<file path="src/rtl/pe_pkg.sv">
// rtl/pe_pkg.sv - shared types and constants for the convolution processing element
package pe_pkg;

  // MAC sequencer states
  typedef enum logic [1:0] {
    IDLE,
    WAIT,
    MAC,
    STORE
  } state_t;

  // Filter-bank modes; any mode with bit 1 set behaves as single filter
  localparam logic [1:0] MODE_SINGLE = 2'b00;
  localparam logic [1:0] MODE_MULTI  = 2'b01;

  // Row marker bits sit directly above the IFM payload words
  localparam int MARK_END_OFS   = 0;
  localparam int MARK_START_OFS = 1;

endpackage

</file>
<file path="src/rtl/pe_fifo.sv">
// rtl/pe_fifo.sv - synchronous first-word-fall-through FIFO with clear
module pe_fifo #(
  parameter int WIDTH = 16,
  parameter int AW    = 4
) (
  input  logic             clk,
  input  logic             rst,
  input  logic             clr,
  input  logic             push,
  input  logic [WIDTH-1:0] din,
  input  logic             pop,
  output logic [WIDTH-1:0] dout,
  output logic             full,
  output logic             empty
);

  logic [WIDTH-1:0] mem [1<<AW];
  logic [AW:0]      wptr;
  logic [AW:0]      rptr;
  logic             do_push;
  logic             do_pop;

  // Extra pointer bit distinguishes full from empty
  assign full    = (wptr[AW] != rptr[AW]) && (wptr[AW-1:0] == rptr[AW-1:0]);
  assign empty   = (wptr == rptr);
  assign do_push = push && !full;
  assign do_pop  = pop && !empty;
  assign dout    = mem[rptr[AW-1:0]];

  // Storage array, written only on an accepted push
  always_ff @(posedge clk) begin
    if (do_push) mem[wptr[AW-1:0]] <= din;
  end

  // Pointer update; clear empties the FIFO regardless of push/pop
  always_ff @(posedge clk or posedge rst) begin
    if (rst) begin
      wptr <= '0;
      rptr <= '0;
    end else if (clr) begin
      wptr <= '0;
      rptr <= '0;
    end else begin
      if (do_push) wptr <= wptr + (AW+1)'(1);
      if (do_pop)  rptr <= rptr + (AW+1)'(1);
    end
  end

endmodule

</file>
<file path="src/rtl/pe.sv">
// rtl/pe.sv - row-stationary convolution processing element with one signed MAC
module pe
  import pe_pkg::*;
#(
  parameter int DATA_WIDTH     = 16,
  parameter int ADDR_WIDTH_IFM = 4,
  parameter int ADDR_WIDTH_FIL = 5,
  parameter int S              = 3,
  parameter int F              = 3,
  parameter int PAR_WRITE      = 1,
  parameter int PAR_READ       = 1,
  parameter int FIL_DEPTH      = 3
) (
  input  logic                                   clk,
  input  logic                                   rst,
  input  logic                                   start,
  input  logic                                   r_en,
  input  logic                                   w_en_ifm,
  input  logic                                   w_en_fil,
  input  logic                                   w_en_psum,
  input  logic                                   acum,
  input  logic [DATA_WIDTH*PAR_WRITE+1:0]        data_in_ifm,
  input  logic [DATA_WIDTH*PAR_WRITE-1:0]        data_in_fil,
  input  logic [DATA_WIDTH-1:0]                  data_in_psum,
  input  logic [S-1:0]                           stride,
  input  logic [F-1:0]                           filter_size,
  input  logic [1:0]                             mode,
  output logic [(2*DATA_WIDTH-1)*PAR_READ-1:0]   out,
  output logic                                   done,
  output logic                                   valid,
  output logic                                   ready_ifm,
  output logic                                   ready_fil,
  output logic                                   ready_psum
);

  localparam int ACC_W = 2*DATA_WIDTH-1;
  localparam int AI    = ADDR_WIDTH_IFM;
  localparam int AF    = ADDR_WIDTH_FIL;
  localparam int IPW   = AI+1;
  localparam int FCW   = AF+1;
  localparam int PW    = DATA_WIDTH*PAR_WRITE;
  localparam int FW    = (FIL_DEPTH > 1) ? $clog2(FIL_DEPTH) : 1;
  localparam int CW    = AI+3;
  localparam int ROW_W = 2*IPW;

  // Configuration latched while start is high
  logic             started;
  logic [S-1:0]     stride_r;
  logic [F-1:0]     k_r;
  logic             multi_r;
  logic             acum_r;
  logic [FCW-1:0]   fil_need;

  // Buffers and pointers
  logic [DATA_WIDTH-1:0] fil_mem [1<<AF];
  logic [DATA_WIDTH-1:0] ifm_mem [1<<AI];
  logic [FCW-1:0]   fil_cnt;
  logic [IPW-1:0]   wr_ptr;
  logic [IPW-1:0]   free_ptr;
  logic [IPW-1:0]   cur_base;
  logic [IPW-1:0]   ifm_used;
  logic             ovf;
  logic             rows_seen;

  // Sequencer and datapath registers
  state_t           state;
  state_t           state_nxt;
  logic [AI-1:0]    base_r;
  logic [IPW-1:0]   len_r;
  logic [IPW-1:0]   pos_r;
  logic [F-1:0]     tap_r;
  logic [FW-1:0]    filt_r;
  logic [AF-1:0]    fil_base_r;
  logic [ACC_W-1:0] acc_r;

  // Handshake and control strobes
  logic             active;
  logic             fil_acc;
  logic             ifm_acc;
  logic             psum_acc;
  logic             mark_start;
  logic             mark_end;
  logic [IPW-1:0]   len_now;
  logic             fil_loaded;
  logic             row_push;
  logic             row_pop;
  logic [ROW_W-1:0] row_din;
  logic [ROW_W-1:0] row_head;
  logic [IPW-1:0]   row_end_next;
  logic [IPW-1:0]   row_len;
  logic             row_full;
  logic             row_empty;
  logic             row_fits;
  logic             next_fits;
  logic             last_tap;
  logic             last_filter;
  logic             start_row;
  logic             free_row;
  logic             mac_step;
  logic             next_filter;
  logic             next_window;
  logic             out_push;
  logic             out_pop;
  logic             out_full;
  logic             out_empty;
  logic [ACC_W-1:0] out_head;
  logic             psum_pop;
  logic             psum_full;
  logic             psum_empty;
  logic [DATA_WIDTH-1:0] psum_head;

  // Datapath arithmetic
  logic [AI-1:0]         ifm_addr;
  logic [AF-1:0]         fil_addr;
  logic [DATA_WIDTH-1:0] ifm_word;
  logic [DATA_WIDTH-1:0] fil_word;
  logic [ACC_W-1:0]      prod;
  logic [ACC_W-1:0]      mac_sum;
  logic [ACC_W-1:0]      psum_ext;
  logic [ACC_W-1:0]      store_val;

  assign active     = started && !start;
  assign ifm_used   = wr_ptr - free_ptr;
  assign fil_loaded = (fil_cnt == fil_need);
  assign ready_fil  = active && (fil_cnt < fil_need);
  assign ready_ifm  = active && !ifm_used[AI] && !ovf && !row_full;
  assign ready_psum = active && !psum_full;
  assign fil_acc    = w_en_fil && ready_fil;
  assign ifm_acc    = w_en_ifm && ready_ifm;
  assign psum_acc   = w_en_psum && ready_psum;

  assign mark_start = data_in_ifm[PW + MARK_START_OFS];
  assign mark_end   = data_in_ifm[PW + MARK_END_OFS];
  assign len_now    = mark_start ? IPW'(1) : (wr_ptr - cur_base + IPW'(1));
  assign row_push   = ifm_acc && mark_end;
  assign row_din    = {wr_ptr + IPW'(1), len_now};

  assign row_end_next = row_head[ROW_W-1:IPW];
  assign row_len      = row_head[IPW-1:0];
  assign row_fits     = (k_r != '0) && (CW'(row_len) >= CW'(k_r));
  assign next_fits    = ({2'b00, pos_r} + CW'(stride_r) + CW'(k_r)) <= {2'b00, len_r};
  assign last_tap     = (tap_r == k_r - F'(1));
  assign last_filter  = !multi_r || (filt_r == FW'(FIL_DEPTH-1));

  assign ifm_addr  = base_r + pos_r[AI-1:0] + AI'(tap_r);
  assign fil_addr  = fil_base_r + AF'(tap_r);
  assign ifm_word  = ifm_mem[ifm_addr];
  assign fil_word  = fil_mem[fil_addr];
  assign prod      = ACC_W'($signed(ifm_word) * $signed(fil_word));
  assign mac_sum   = acc_r + prod;
  assign psum_ext  = {{(ACC_W-DATA_WIDTH){psum_head[DATA_WIDTH-1]}}, psum_head};
  assign store_val = acc_r + (acum_r ? psum_ext : '0);

  assign out_pop = r_en && !out_empty && !start;
  assign done    = (state == WAIT) && row_empty && rows_seen;

  // Descriptor per completed row: pointer past its last word and its length
  pe_fifo #(.WIDTH(ROW_W), .AW(AI)) u_rows (
    .clk(clk), .rst(rst), .clr(start),
    .push(row_push), .din(row_din), .pop(row_pop), .dout(row_head),
    .full(row_full), .empty(row_empty)
  );

  pe_fifo #(.WIDTH(DATA_WIDTH), .AW(AI)) u_psum (
    .clk(clk), .rst(rst), .clr(start),
    .push(psum_acc), .din(data_in_psum), .pop(psum_pop), .dout(psum_head),
    .full(psum_full), .empty(psum_empty)
  );

  pe_fifo #(.WIDTH(ACC_W), .AW(AI)) u_out (
    .clk(clk), .rst(rst), .clr(start),
    .push(out_push), .din(store_val), .pop(out_pop), .dout(out_head),
    .full(out_full), .empty(out_empty)
  );

  // Filter scratchpad, filled in order; filter f tap i at f*K+i
  always_ff @(posedge clk) begin
    if (fil_acc) fil_mem[fil_cnt[AF-1:0]] <= data_in_fil[DATA_WIDTH-1:0];
  end

  // Circular IFM scratchpad
  always_ff @(posedge clk) begin
    if (ifm_acc) ifm_mem[wr_ptr[AI-1:0]] <= data_in_ifm[DATA_WIDTH-1:0];
  end

  // State register; start parks the sequencer in IDLE
  always_ff @(posedge clk or posedge rst) begin
    if (rst)        state <= IDLE;
    else if (start) state <= IDLE;
    else            state <= state_nxt;
  end

  // Next-state and datapath strobes for the MAC sequencer
  always_comb begin
    state_nxt   = state;
    row_pop     = 1'b0;
    start_row   = 1'b0;
    free_row    = 1'b0;
    mac_step    = 1'b0;
    out_push    = 1'b0;
    psum_pop    = 1'b0;
    next_filter = 1'b0;
    next_window = 1'b0;
    case (state)
      IDLE: begin
        if (started) state_nxt = WAIT;
      end
      WAIT: begin
        if (fil_loaded && !row_empty) begin
          if (row_fits) begin
            start_row = 1'b1;
            state_nxt = MAC;
          end else begin
            row_pop  = 1'b1;
            free_row = 1'b1;
          end
        end
      end
      MAC: begin
        mac_step = 1'b1;
        if (last_tap) state_nxt = STORE;
      end
      STORE: begin
        if (!out_full && !(acum_r && psum_empty)) begin
          out_push = 1'b1;
          psum_pop = acum_r;
          if (!last_filter) begin
            next_filter = 1'b1;
            state_nxt   = MAC;
          end else if (next_fits) begin
            next_window = 1'b1;
            state_nxt   = MAC;
          end else begin
            row_pop   = 1'b1;
            free_row  = 1'b1;
            state_nxt = WAIT;
          end
        end
      end
      default: state_nxt = IDLE;
    endcase
  end

  // Configuration, buffer pointers and MAC datapath registers
  always_ff @(posedge clk or posedge rst) begin
    if (rst) begin
      started    <= 1'b0;
      stride_r   <= '0;
      k_r        <= '0;
      multi_r    <= 1'b0;
      acum_r     <= 1'b0;
      fil_need   <= '0;
      fil_cnt    <= '0;
      wr_ptr     <= '0;
      free_ptr   <= '0;
      cur_base   <= '0;
      ovf        <= 1'b0;
      rows_seen  <= 1'b0;
      base_r     <= '0;
      len_r      <= '0;
      pos_r      <= '0;
      tap_r      <= '0;
      filt_r     <= '0;
      fil_base_r <= '0;
      acc_r      <= '0;
    end else if (start) begin
      started    <= 1'b1;
      stride_r   <= (stride == '0) ? S'(1) : stride;
      k_r        <= filter_size;
      multi_r    <= (mode == MODE_MULTI);
      acum_r     <= acum;
      fil_need   <= (mode == MODE_MULTI) ? FCW'(FIL_DEPTH) * FCW'(filter_size) : FCW'(filter_size);
      fil_cnt    <= '0;
      wr_ptr     <= '0;
      free_ptr   <= '0;
      cur_base   <= '0;
      ovf        <= 1'b0;
      rows_seen  <= 1'b0;
      base_r     <= '0;
      len_r      <= '0;
      pos_r      <= '0;
      tap_r      <= '0;
      filt_r     <= '0;
      fil_base_r <= '0;
      acc_r      <= '0;
    end else begin
      if (fil_acc) fil_cnt <= fil_cnt + FCW'(1);
      if (ifm_acc) begin
        wr_ptr <= wr_ptr + IPW'(1);
        if (mark_end)        cur_base <= wr_ptr + IPW'(1);
        else if (mark_start) cur_base <= wr_ptr;
        // A row that fills the whole buffer without ending can never complete
        if (!mark_end && (len_now == IPW'(1 << AI))) ovf <= 1'b1;
      end
      if (free_row) begin
        free_ptr  <= row_end_next;
        rows_seen <= 1'b1;
      end
      if (start_row) begin
        base_r     <= row_end_next[AI-1:0] - row_len[AI-1:0];
        len_r      <= row_len;
        pos_r      <= '0;
        tap_r      <= '0;
        filt_r     <= '0;
        fil_base_r <= '0;
        acc_r      <= '0;
      end
      if (mac_step) begin
        acc_r <= mac_sum;
        tap_r <= tap_r + F'(1);
      end
      if (next_filter) begin
        filt_r     <= filt_r + FW'(1);
        fil_base_r <= fil_base_r + AF'(k_r);
        tap_r      <= '0;
        acc_r      <= '0;
      end
      if (next_window) begin
        pos_r      <= pos_r + IPW'(stride_r);
        filt_r     <= '0;
        fil_base_r <= '0;
        tap_r      <= '0;
        acc_r      <= '0;
      end
    end
  end

  // Output register: a pop loads the FIFO head and flags it for one cycle
  always_ff @(posedge clk or posedge rst) begin
    if (rst) begin
      out   <= '0;
      valid <= 1'b0;
    end else begin
      valid <= out_pop;
      if (out_pop) out <= ((2*DATA_WIDTH-1)*PAR_READ)'(out_head);
    end
  end

endmodule

</file>
<file path="config.mk">
export PLATFORM = sky130hd
export DESIGN_NAME = pe
export DESIGN_NICKNAME = d
export VERILOG_FILES = /design/src/rtl/pe_pkg.sv /design/src/rtl/pe_fifo.sv /design/src/rtl/pe.sv
export SDC_FILE = /design/constraint.sdc
export NUM_CORES = 2
export LEC_CHECK = 0
export BUFFER_PORTS_ARGS = -buffer_cell sky130_fd_sc_hd__buf_2
export CORE_UTILIZATION = 57
export DETAILED_ROUTE_END_ITERATION = 12
export PLACE_DENSITY = 0.76
export SLEW_MARGIN = 20
export SYNTH_ARGS = -nofsm -noshare
export SYNTH_HDL_FRONTEND = slang
export SYNTH_HIERARCHICAL = 1
export SYNTH_SLANG_ARGS = --single-unit
export TNS_END_PERCENT = 20
</file>
<file path="constraint.sdc">
create_clock -name clk -period 9 [get_ports clk]
set_clock_uncertainty 0.15 [all_clocks]
set_input_delay 1.35 -clock clk [delete_from_list [all_inputs] [get_ports clk]]
set_output_delay 1.35 -clock clk [all_outputs]
set_load 0.02 [all_outputs]
</file>
Word-level counts from Yosys, hierarchy flattened
Memories as Yosys holds them, arrays and structs flattened. A register that Yosys moved wholly into a read port is not among the register bits.
Index checks and enable logic that the tools add are counted.
Storage, ports and cells
  register bits after elaboration: 126
  bits in writable memories: 1680
  input bits: 66
  output and inout port bits: 36
  word-level logic and storage cells: 240
  memories: 5
Operators by class
  add/sub/neg operators: 24
  multipliers: 2
  magnitude comparators: 3
  equal/unequal tests: 22
  mux-type cells: 95
  reduce and logical (&&, ||, !) cells: 62
Memories
  fil_mem: depth 32, width 16, rd ports 1, clocked after Yosys merged registers in 0, wr ports 1, RTL line pe.sv:55  | logic [DATA_WIDTH-1:0] fil_mem [1<<AF];
  u_out.mem: depth 16, width 31, rd ports 1, clocked after Yosys merged registers in 1, wr ports 1, RTL line pe_fifo.sv:17  | logic [WIDTH-1:0] mem [1<<AW];
  ifm_mem: depth 16, width 16, rd ports 1, clocked after Yosys merged registers in 0, wr ports 1, RTL line pe.sv:56  | logic [DATA_WIDTH-1:0] ifm_mem [1<<AI];
  u_psum.mem: depth 16, width 16, rd ports 1, clocked after Yosys merged registers in 0, wr ports 1, RTL line pe_fifo.sv:17
  u_rows.mem: depth 16, width 10, rd ports 1, clocked after Yosys merged registers in 0, wr ports 1, RTL line pe_fifo.sv:17
Operators by type and width (count)
  2-to-1 mux 31 bit: 6
  2-to-1 mux 5 bit: 30
  adder 31 bit: 2
  adder 5 x 1 -> 5 bit, second input constant: 8
  2-to-1 mux 1 bit: 35
  multiplier 16 x 16 -> 31 bit: 1
  logical AND 1 bit: 28
  2-to-1 mux 2 bit: 12
  nonzero test 2 bit: 11
  2-to-1 mux 3 bit: 6
  adder 5 x 3 -> 5 bit: 3
  == test 5 bit: 3
  == test 4 bit: 3
  zero test 1 bit: 12
  2-to-1 mux 6 bit: 2
  inequality test 3 bit, second input constant: 4
  subtractor 5 bit: 2
  nonzero test 3 bit: 3
  2-to-1 mux 4 bit: 2
  case mux 2 bit (4 select lines): 1
  adder 6 x 3 -> 7 bit: 1
  less-or-equal comparator 7 x 5 -> 1 bit: 1
  adder 5 x 3 -> 6 bit: 1
  adder 6 x 1 -> 6 bit, second input constant: 1
  24 further kinds: 30

Longest topological paths before layout
An unclocked memory read counts as a cell.
  depth after elaboration: 11
  mapped depth: 33
  mapped depth without buffers: 32

Cells and area by module
Netlist, hierarchy kept.
By module, submodules not included
  pe: instances 1, cells an instance 3146, area an instance 48103.6 µm²
  pe_fifo at u_out: instances 1, cells an instance 911, area an instance 19718.9 µm²
  pe_fifo at u_psum: instances 1, cells an instance 525, area an instance 10696.5 µm²
  pe_fifo at u_rows: instances 1, cells an instance 361, area an instance 7081.8 µm²

Worst setup path before layout
No wires, ideal clock.
  path kind: register -> register
  from: register tap_r[1]
  to: register acc_r[26]
  setup time: 0.127 ns
  arrival time: 8.489 ns
  data required time: 8.723 ns
  path slack: 0.234 ns
  cell stages (with the launch flop): 32
  period minus slack after synthesis: 8.766 ns
  path through: dfrtp_1 -> inv_1 -> fa_1 -> inv_1 -> ha_1 -> inv_1 -> fa_1 -> xor2_1 -> xnor2_2 -> buf_2 -> mux4_2 -> clkbuf_1 -> and2_1 -> fa_1 -> inv_1 -> fa_1 -> fa_1 -> fa_1 -> inv_1 -> fa_1 -> inv_1 -> fa_1 -> inv_1 -> ha_1 -> and4_1 -> a221o_1 -> a31oi_1 -> a211oi_1 -> o21ai_0 -> nand2b_1 -> a211oi_1 -> o31ai_1
On the way
  cells in the longest elaborated chain, start to end: 8
  elaborated cells on any way between the ends: 10
Ends and longest elaborated chain
  from (decl): RTL line pe.sv:71  | logic [F-1:0] tap_r;
  from (signal assigned): RTL line pe.sv:310  | tap_r <= tap_r + F'(1);
  adder 5 x 3 -> 5 bit or adder 4 x 3 -> 4 bit (tied branches): RTL line pe.sv:146, pe.sv:145
  memory read (32 x 16 bit) or memory read (16 x 16 bit) (tied branches)
  multiplier 16 x 16 -> 31 bit (*): RTL line pe.sv:149  | assign prod = ACC_W'($signed(ifm_word) * $signed(fil_word));
  adder 31 bit (*): RTL line pe.sv:150  | assign mac_sum = acc_r + prod;
  2-to-1 mux 31 bit (*): RTL line pe.sv:308  | if (mac_step) begin
  2-to-1 mux 31 bit (*): RTL line pe.sv:312  | if (next_filter) begin
  2-to-1 mux 31 bit (*): RTL line pe.sv:318  | if (next_window) begin
  2-to-1 mux 31 bit (*): RTL line pe.sv:266  | end else if (start) begin
  to (signal assigned): RTL line pe.sv:309  | acc_r <= mac_sum;
  to (decl): RTL line pe.sv:74  | logic [ACC_W-1:0] acc_r;
Mark *: on every way between the ends. The rest lies on a longest branch, timed or not.
A chain may end at the register's enable or synchronous reset.

Final worst setup path
  from: register tap_r[0]
  to: register acc_r[28]
The elaborated chain is that of the path after synthesis.

==> flow_summary.toml <==
[routing]
drt_iter0_drc = 4754
firstDrtPassIters = 5
finalWirelength_um = 198000
avgViaCountPerCell = 6.15
routedWlPerCell_um = 26.9
ant_nets = 0
vias = 45300
drc = 0

[yosys]
synth_edf_count = 1680
ys_types = 72
ys_warn_count = 6
ys_ff_latch = 1835
yosysSeqAreaShare_pct = 63.5
synth_area_sq_um = 85600
synth_top_area_share_pct = 58.9
synth_top_cell_by_area = "edfxtp_1"
ys_async_sr_fraction_pct = 8.45
synth_nets = 5502
synth_area_leaders = "edfxtp_1 (59%), mux4_2 (11%), fa_1 (7.0%), dfrtp_1 (4.5%), ha_1 (2.8%)"
synth.avg_cell_area_sq_um = 17.3
synth_cells = 4943
synth_ff_type = "edfxtp_1"

[worst_setup_path]
worstReg2RegStart = "tap_r[0]$_DFFE_PP0P_"
critical_path_depth = 29
critPathKind = "flip-flop to flip-flop"
r2r_cells = 29
r2r_slack_ns = 0.25
cp.arrival_ns = 9.25
path_delay_family = "adder cells"
critPathMaxFanout = 16
cpMostUsedCell = "fa_1"
path_buf_inv = 8
worstReg2RegEnd = "acc_r[28]$_DFFE_PP0P_"
crit_required_ns = 9.50
start_kind = "flip-flop"
critPathCaptureType = "flip-flop"
critPathMaxStageDelay_ns = 0.83
cpMaxStageDelayCell = "fa_4"

[global_routing]
grt.overflow.total = 0
grt_usage_pct = 26.2
grt_pass1_vias = 47400
antenna_found_initial = 10
grt_max_degree = 115
grt_pass1_wl_um = 294000

[hold_path]
hold_path_depth = 2
min_path_type = "flip-flop to flip-flop"
holdPathEnd = "cur_base[3]$_DFFE_PP0P_"
hold_start = "cur_base[3]$_DFFE_PP0P_"

[cts]
tritoncts = "yes"
worstSkewPairLatency_ns = 0.85
cts_buffer_depth = 3
cts_root_buf = "clkbuf_16"
postCtsHoldBufs = 0
htreeDepth = 4
cts.reportedPaths.clkPinSlew_ns = 0.07
cts_sinks = 1835
cts_made_buffers = 179

[floorplan]
pin_count = 102
die_w_um = 390
die_height_um = 390
rows = 141
dieArea_sq_um = 152000
initial_utilization_pct = 57.7
coreArea_sq_um = 148000

[place]
dp.cells = 7011
io_buffers = 101
gp_congestion = 0.925
placed_cell_area_sq_um = 89300
dp_slack_ns = 0.0770
dp.final_hpwl_um = 119000

[sta]
fin_crit_ns = 8.75
maxSlewViolCount = 0
rsz0062_at_grt = "true"
max_slew_margin_pct = 23.5
setup_viol = 0
finalWorstSetupSlack_ns = 0.253
tightestPinTransition_ns = 1.15
period_share_pct = 97.2
clock.fmax_mhz = 114
finalHoldViolCount = 0

[final_layout]
syn2layout_area_growth_pct = 12.1
final_util_pct = 64.7
drive_gt1_share_pct = 22.8
stdcell_count = 7368
design_area_sq_um = 96000
nets = 5769

[run_status]
run_status = "complete, no violations"

[job]
max_cap_viol_count = 0
sequential cells by signal (all words and copies together) (netlist names), 6 cells and up:
signal,flops
out,31
ifm_mem,256
fil_cnt,6
u_rows/mem,160
u_out/mem,496
u_psum/mem,256
fil_mem,512
acc_r,31
metal layers:
layer | vias to the layer above | track usage, % | part of all wire (%)
met1 | 23800 | 34.8 | 38
met4 | 4 | 7.97 | 2.6
li1 | 19200 | - | -
met3 | 340 | 4.38 | 7.8
met2 | 2017 | 44.5 | 51
met5 | - | 0 | 0.012
worst min-delay path, stage by stage (launching register included):
cell,delay (ns)
dfrtp_1,0.34
nand2_1,0.05
o31ai_1,0.05
cell families (layout without fill, tap and decap cells):
logic type	Yosys count	count (layout)	share of synthesized area [%]
flip-flops	1835	1835	63.5
buffers and inverters	637	1055	3.29
other	0	5	0
multiplexers	572	572	13.8
XOR/XNOR	118	118	1.24
AND/OR/NAND/NOR	848	848	4.83
adder cells (fa/ha/maj)	493	493	9.84
AO/OA/AOI/OAI	440	440	3.57
synth_stat cells, types with 7 or more instances:
cell       instances
edfxtp_1        1680
mux4_2           431
inv_1            414
fa_1             300
nand2_1          297
ha_1             193
nor2_1           175
dfrtp_1          155
and2_1           145
clkbuf_1         102
a21oi_1          100
xnor2_1           78
nor2b_1           75
mux2_2            69
o21ai_0           69
and3_1            53
buf_2             51
a31oi_1           49
a211oi_1          46
a21o_1            43
xor2_1            38
mux2i_1           36
mux4_1            35
buf_6             25
buf_4             23
a211oi_2          21
nand3_1           19
nand2b_1          17
a22o_1            16
o21bai_1          14
o31ai_1           14
buf_1             13
nand4_1           13
nor3_1            12
o2111ai_1         11
o21a_1            10
or2_2              9
a211o_1            8
or3_1              7
how the worst max path moves through the flow:
stage / to / start
floorplan: acc_r[26]$_DFFE_PP0P_ / tap_r[1]$_DFFE_PP0P_
global placement: acc_r[28]$_DFFE_PP0P_ / tap_r[1]$_DFFE_PP0P_
detailed placement: acc_r[28]$_DFFE_PP0P_ / tap_r[1]$_DFFE_PP0P_
CTS: acc_r[25]$_DFFE_PP0P_ / tap_r[1]$_DFFE_PP0P_
global route: acc_r[30]$_DFFE_PP0P_ / base_r[1]$_DFFE_PP0P_
finish: acc_r[28]$_DFFE_PP0P_ / tap_r[0]$_DFFE_PP0P_
placed cells by master, fill, tap and decap left out, drive strengths merged, types with 17 or more instances in the layout:
cell    synthesis  layout
o21ai          70      70
buf           117     303
clkinv          1      74
clkbuf        103     234
ha            193     193
nor2b          76      76
fa            300     300
inv           415     417
edfxtp       1680    1680
nand3          19      19
a21oi         101     101
nand2         297     297
nand2b         17      17
a21o           43      43
a31oi          49      49
nor2          175     175
xnor2          79      79
mux2i          37      37
and3           53      53
mux4          466     466
a211oi         67      67
xor2           39      39
bufinv          0      23
dfrtp         155     155
mux2           69      69
and2          145     145
through the flow:
step / hold slack, ns / setup TNS, ns
5_1_grt: 0.370 / -0.144
6_report: 0.336 / 0
3_3_place_gp: 0.321 / 0
2_1_floorplan: 0.299 / 0
3_5_place_dp: 0.321 / 0
4_1_cts: 0.339 / 0
cell type report:
type	instances	area [sq um]
Multi-Input combinational cell	2471	29000
Fill cell	9854	52400
Sequential cell	1835	54300
Clock buffer	230	4750
Antenna cell	5	12.5
Tap cell	2002	2500
Clock inverter	102	1430
Timing Repair Buffer	307	2410
Inverter	416	1570
repair_timing:
action / 4_1_cts / 5_1_grt
buffers inserted: 0 / 14
gates resized for setup: 0 / 27
endpoints found under the setup margin: 0 / 11
endpoints found under the hold margin: 0 / 0
Power is left out: the tool's default activity adds up to more than one toggle a clock period on the data nets, which glitch-free logic cannot reach.
